[src/rtl/sdc_clk_divider.sv]
// Multi-channel SD clock divider: per-channel divided level with rise/fall enable strobes.
// Define SDC_CLKDIV_STOP_EN to build the per-channel stop (park-low) state machine.
module sdc_clk_divider #(
  parameter int unsigned CHANNELS  = 2,
  parameter int unsigned DIV_BITS  = 8,
  parameter int unsigned RESET_DIV = 255
) (
  input  logic                         sd_clk_in,
  input  logic                         sd_rst_n,
  input  logic [CHANNELS*DIV_BITS-1:0] div_in,
  input  logic [CHANNELS-1:0]          stop_req,
  output logic [CHANNELS-1:0]          clk_level,
  output logic [CHANNELS-1:0]          ce_rise,
  output logic [CHANNELS-1:0]          ce_fall,
  output logic [CHANNELS-1:0]          stopped,
  output logic [CHANNELS*DIV_BITS-1:0] div_active
);

  localparam logic [DIV_BITS-1:0] ResetDiv = DIV_BITS'(RESET_DIV);

`ifdef SDC_CLKDIV_STOP_EN
  typedef enum logic [0:0] {StRun, StStopped} state_e;
`else
  logic unused_stop_req;
  assign unused_stop_req = ^stop_req;
`endif

  for (genvar k = 0; k < CHANNELS; k++) begin : g_ch
    logic [DIV_BITS-1:0] div_req;
    logic [DIV_BITS-1:0] cnt_q, cnt_d;
    logic [DIV_BITS-1:0] div_q, div_d;
    logic                lvl_q, lvl_d;
    logic                rise_q, rise_d;
    logic                fall_q, fall_d;
    logic                at_end;

    assign div_req = div_in[k*DIV_BITS +: DIV_BITS];
    // Last cycle of the current half-period.
    assign at_end  = (cnt_q == div_q);

`ifdef SDC_CLKDIV_STOP_EN
    state_e state_q, state_d;

    always_comb begin
      state_d = state_q;
      cnt_d   = cnt_q;
      div_d   = div_q;
      lvl_d   = lvl_q;
      rise_d  = 1'b0;
      fall_d  = 1'b0;
      unique case (state_q)
        StRun: begin
          if (!at_end) begin
            cnt_d = cnt_q + DIV_BITS'(1);
          end else begin
            cnt_d = '0;
            if (lvl_q) begin
              lvl_d  = 1'b0;
              fall_d = 1'b1;
              div_d  = div_req;
            end else if (stop_req[k]) begin
              // Park instead of rising; a high phase is never cut short.
              state_d = StStopped;
            end else begin
              lvl_d  = 1'b1;
              rise_d = 1'b1;
            end
          end
        end
        StStopped: begin
          cnt_d = '0;
          div_d = div_req;
          if (!stop_req[k]) begin
            state_d = StRun;
          end
        end
        default: state_d = StRun;
      endcase
    end

    always_ff @(posedge sd_clk_in or negedge sd_rst_n) begin
      if (!sd_rst_n) begin
        state_q <= StRun;
      end else begin
        state_q <= state_d;
      end
    end

    assign stopped[k] = (state_q == StStopped);
`else
    always_comb begin
      cnt_d  = cnt_q + DIV_BITS'(1);
      div_d  = div_q;
      lvl_d  = lvl_q;
      rise_d = 1'b0;
      fall_d = 1'b0;
      if (at_end) begin
        cnt_d  = '0;
        lvl_d  = ~lvl_q;
        rise_d = ~lvl_q;
        fall_d = lvl_q;
        // New divisor takes effect only at the full-period boundary.
        if (lvl_q) begin
          div_d = div_req;
        end
      end
    end

    assign stopped[k] = 1'b0;
`endif

    always_ff @(posedge sd_clk_in or negedge sd_rst_n) begin
      if (!sd_rst_n) begin
        cnt_q  <= '0;
        div_q  <= ResetDiv;
        lvl_q  <= 1'b0;
        rise_q <= 1'b0;
        fall_q <= 1'b0;
      end else begin
        cnt_q  <= cnt_d;
        div_q  <= div_d;
        lvl_q  <= lvl_d;
        rise_q <= rise_d;
        fall_q <= fall_d;
      end
    end

    assign clk_level[k]                     = lvl_q;
    assign ce_rise[k]                       = rise_q;
    assign ce_fall[k]                       = fall_q;
    assign div_active[k*DIV_BITS +: DIV_BITS] = div_q;
  end

endmodule

[config.mk]
export PLATFORM = sky130hd
export DESIGN_NAME = sdc_clk_divider
export DESIGN_NICKNAME = d
export VERILOG_FILES = /design/src/rtl/sdc_clk_divider.sv
export SDC_FILE = /design/constraint.sdc
export NUM_CORES = 1
export LEC_CHECK = 0
export BUFFER_PORTS_ARGS = -buffer_cell sky130_fd_sc_hd__buf_4
export CAP_MARGIN = 20
export CORE_MARGIN = 3
export CORE_UTILIZATION = 47
export CTS_BUF_LIST = sky130_fd_sc_hd__clkbuf_16
export DETAILED_ROUTE_END_ITERATION = 6
export GPL_ROUTABILITY_DRIVEN = 0
export GPL_TIMING_DRIVEN = 0
export PLACE_DENSITY = 0.74
export SLEW_MARGIN = 10
export SYNTH_ARGS = -nofsm -noshare
export SYNTH_HDL_FRONTEND = slang
export SYNTH_SLANG_ARGS = --single-unit
[constraint.sdc]
create_clock -name sd_clk_in -period 1.6 [get_ports sd_clk_in]
set_input_delay 0.16 -clock sd_clk_in [delete_from_list [all_inputs] [get_ports sd_clk_in]]
set_output_delay 0.16 -clock sd_clk_in [all_outputs]
set_load 0.01 [all_outputs]
After elaboration in Yosys (flattened, before gate mapping)
Index checks and enable logic that the tools add are counted.
- equality and inequality tests: 2
- multiplexer cells: 6
- reduce and logical (&&, ||, !) cells: 2
- $add $sub $neg: 2
- bitwise operators: 2
- operator list (operator ; count):
    adder 8 x 1 -> 8 bit, second input constant ; 2
    equality test 8 bit ; 2
    two-way mux 8 bit ; 2
    two-way mux 1 bit ; 4
    AND reduction 2 bit ; 2
    NOT 1 bit ; 2
- register bits: 38
- input bits: 20
- logic and storage cells: 24

Logic depth before layout (Yosys ltp)
- depth after elaboration: 2
- depth in mapped cells: 5
- depth with buffers taken out: 4

Worst setup path before layout
OpenSTA, ideal clock, no wires.
- path kind: reg2reg
- start point: register g_ch[0].div_q[7]
- end point: register g_ch[0].div_q[0]
- setup slack: -0.017 ns
- setup time: 0.082 ns
- data required time: 1.518 ns
- arrival: 1.535 ns
- cell stages (with the launch flop): 6
- period minus slack after synthesis: 1.617 ns
- cells stage by stage: dfstp_2 xor2_1 nor4_1 and3_1 buf_6 mux2_4
- word-level cells in the longest chain between the ends: 2
- ends and longest elaborated chain (element ; RTL line ; source):
    from (decl) ; 31 ; logic [DIV_BITS-1:0] div_q, div_d;
    from (signal assigned) ; 115 ; div_q <= ResetDiv;
    from (signal assigned) ; 121 ; div_q <= div_d;
    equality test 8 bit ; 39 ; assign at_end = (cnt_q == div_q);
    AND reduction 2 bit (no line) ; - ;
Every way passes these cells.
A chain may end at the register's enable or synchronous reset.

Worst setup path after layout
- start point: register g_ch[0].div_q[7]
- end point: register g_ch[0].div_q[2]
The elaborated chain is that of the path after synthesis.

==> out/results.tsv <==
metric	value	unit
Yosys warning total	0	
total clock sinks	38	
Fmax achieved	0.5773	GHz
violated checks	negative setup slack	
power consumption	0.003808	W
CORE AREA	3495	um^2
Total Negative Setup Slacks	-1.856	ns
maximum number of pins on one net before global-route repair	39	
total count of hold-check failures in the final report	0	
worst setup path startpoint	g_ch[0].div_q[7]	
instance area at placement	2148	um^2
clock skew after layout	0.006683	ns
cell internal pwr	0.002613	W
Crit path required time	1.80	ns
power per unit of standard cell area	1521	nW/um^2
Min Clock Period, post-route	1.732	ns
number of port buffers	39	
cell types occupying the most area after synthesis	sky130_fd_sc_hd__dfrtp_1 (31%), sky130_fd_sc_hd__dfstp_2 (23%), sky130_fd_sc_hd__mux2_4 (13%), sky130_fd_sc_hd__xor2_1 (13%), sky130_fd_sc_hd__buf_4 (3.3%)	
std cell rows	21	
nature of the critical path startpoint	flip-flop	
critical path endpoint	g_ch[0].div_q[2]	
synthesized area divided by synthesized cell count	13.10	um^2
core utilization of the finished layout	0.7164	
number of DRC violations after detailed routing	0	
status	finished with violations	
Unique masters post-synth	17	
initial core utilization	0.5134	
I/O pin cnt	44	
Antenna Diode Count	0	
Peak supply drop	872.1	uV
cell area after synthesis	1794	um^2
min setup slack post-route	-0.1323	ns
via-per-instance ratio	4.832	
most congested layer reported by global routing	met2	
wirelength, routed	3.555	mm
maximum fanout encountered on the critical timing path	5	
end of the worst register-to-register path	g_ch[0].div_q[2]	
Net Sw Frac	0.3138	
CTS tree	yes	
Reg2Reg Launch Point	g_ch[0].div_q[7]	
unrepaired setup endpoints after global routing	yes	
final slew viol count	0	
class of the tightest hold or removal check	in -> reg	
final antenna-violating net count	0	
die footprint	4595	um^2
DR pass1 iterations	4	
minimum setup slack after placement	-0.1961	ns
FF-to-FF setup slack	-0.13	ns
power share of the clock group	0.289	
vias in the first global route	1199	
post-synthesis sequential area ratio	0.5411	
chip width	67.79	um
most area-hungry cell type in the Yosys netlist	sky130_fd_sc_hd__dfrtp_1	
final worst path period share	1.083	
synthesized netlist cell count	137	
detailed-route wire length per cell	14.57	um
layout-stage area growth over the synthesis result	39.54	%
clock insertion delay at the later pin of the skew report	0.28	ns
number of buffers created by CTS	5	
Via Count	1179	
share of post-route cells with drive strength above 1	0.6010	
first-iteration detailed-routing DRC count	18	
total grt overflow	0	
arrival time of the worst setup path	1.93	ns
final setup fails	18	
maximum buffer depth of the clock tree	2	
gr usage total	0.1674	
met1 Resource Use GR	0.2060	
leak pwr	1.205	nW
proportion of netlist area held by the largest area contributor	0.3068	
HPWL Detailed	2.290	mm
H-tree depth	2	
portion of total power attributed to combinational logic	0.303	
Setup Crit Path Kind	reg -> reg	
met3 Track Usage GR	0.05491	
switching power total	0.001195	W
Root Buffer Master	sky130_fd_sc_hd__clkbuf_16	
category of the worst setup path capture point	flip-flop	
initial antenna violation count	0	
met2 Track Usage GR	0.2710	
total of max-cap violations	0	
final design instance area without fill	2504	um^2
nets@finish	219	
register bit count reported by yosys	38	
clock-pin slew of the registers on the worst-case setup and hold paths	0.06	ns
proportion of power drawn by flip-flops and latches	0.408	
die extent in y	67.79	um
Reg2Reg Depth	5	
global-route wire length before repair	5.609	mm
[Yosys cell counts]
| cell | count |
|---|---|
| sky130_fd_sc_hd__xnor2_1 | 4 |
| sky130_fd_sc_hd__nor4_1 | 3 |
| sky130_fd_sc_hd__xor2_1 | 26 |
| sky130_fd_sc_hd__and3_1 | 6 |
| sky130_fd_sc_hd__and2_1 | 2 |
| sky130_fd_sc_hd__dfrtp_1 | 22 |
| sky130_fd_sc_hd__mux2_4 | 16 |
| sky130_fd_sc_hd__buf_4 | 8 |
| sky130_fd_sc_hd__nor2b_1 | 4 |
| sky130_fd_sc_hd__dfstp_2 | 16 |
| sky130_fd_sc_hd__conb_1 | 1 |
| sky130_fd_sc_hd__ha_1 | 2 |
| sky130_fd_sc_hd__nor2_1 | 14 |
| sky130_fd_sc_hd__nand3_1 | 8 |
| sky130_fd_sc_hd__buf_2 | 2 |
| sky130_fd_sc_hd__nor4_2 | 1 |
| sky130_fd_sc_hd__buf_6 | 2 |
[registers in the layout, summed over array words and instances (netlist names)]
register and count:
g_ch.lvl_q 2, g_ch.div_q 16, g_ch.rise_q 2, g_ch.fall_q 2, g_ch.cnt_q 16
[critical path, cell delays in order (launching register included)]
cell and delay [ns]:
sky130_fd_sc_hd__dfstp_2 0.54, sky130_fd_sc_hd__xor2_1 0.08, sky130_fd_sc_hd__nor4_2 0.34, sky130_fd_sc_hd__and3_1 0.25
sky130_fd_sc_hd__buf_6 0.15, sky130_fd_sc_hd__mux2_4 0.30
[cells in the final DEF (no fill, tap or decap), types with 4 or more instances in the layout]
cell and instances:
sky130_fd_sc_hd__and3_1 5, sky130_fd_sc_hd__buf_4 57, sky130_fd_sc_hd__buf_6 5, sky130_fd_sc_hd__clkbuf_16 5, sky130_fd_sc_hd__dfrtp_1 22, sky130_fd_sc_hd__dfstp_2 16, sky130_fd_sc_hd__mux2_4 16, sky130_fd_sc_hd__nand3_1 8
sky130_fd_sc_hd__nor2_1 7, sky130_fd_sc_hd__nor2_2 6, sky130_fd_sc_hd__nor4_2 4, sky130_fd_sc_hd__xnor2_1 4, sky130_fd_sc_hd__xor2_1 25
[metal layers]
| layer | share of wire | wire length, um |
|---|---|---|
| met5 | 0 | 0 |
| met2 | 0.50 | 1778 |
| met1 | 0.43 | 1511 |
| met4 | 0.012 | 43 |
| met3 | 0.062 | 222 |
[through the flow]
stage	cells	hold slack, ns
floorplan	138	-0.1356
global placement	223	0.1385
detailed placement	223	0.1437
CTS	239	0.1045
global route	244	0.1070
finish	244	0.1113
[power by group through the flow]
| stage | logic, W | clock network [W] | registers (W) |
|---|---|---|---|
| after floorplan | 0.000693 | 0 | 0.00150 |
| after detailed placement | 0.000948 | 0 | 0.00155 |
| after global placement | 0.000909 | 0 | 0.00153 |
| after global routing | 0.00130 | 0.00115 | 0.00160 |
| final | 0.00115 | 0.00110 | 0.00156 |
| after CTS | 0.00102 | 0.00111 | 0.00154 |
[timing repair]
action,CTS,global route
hold buffers,1,0
setup buffers,6,3
gates cloned,1,2
pin swaps,4,3
endpoints found under the setup margin,33,33
endpoints found under the hold margin,22,0
gates resized for setup,5,24
[final cells by class]
| type | count | area, um^2 |
|---|---|---|
| Fill cell | 239 | 991.0 |
| Sequential cell | 38 | 970.9 |
| Multi-Input combinational cell | 88 | 800.8 |
| Timing Repair Buffer | 52 | 400.4 |
| Clock buffer | 5 | 125.1 |
| Buffer | 12 | 108.9 |
| Tap cell | 46 | 57.56 |
| Clock inverter | 3 | 40.04 |
[worst min path at each step]
stage / startpoint / to / cells after the start
global route: div_in[15] / g_ch[1].div_q[7] / 2
CTS: div_in[15] / g_ch[1].div_q[7] / 2
global placement: sd_rst_n / g_ch[0].cnt_q[5] / 1
floorplan: sd_rst_n / g_ch[0].cnt_q[0] / 0
detailed placement: sd_rst_n / g_ch[0].cnt_q[5] / 1
finish: div_in[15] / g_ch[1].div_q[7] / 2
[kinds of logic after synthesis]
family / after synthesis / share of synthesized area
other: 1 / 0.002090
xor gates and xnor gates: 30 / 0.1464
buffers and inverters: 12 / 0.05160
muxes: 16 / 0.1339
adders and majority gates: 2 / 0.01394
DFF: 38 / 0.5411
and+or+nand+nor: 38 / 0.1109
No activity file was read; power rests on OpenSTA's default activity.
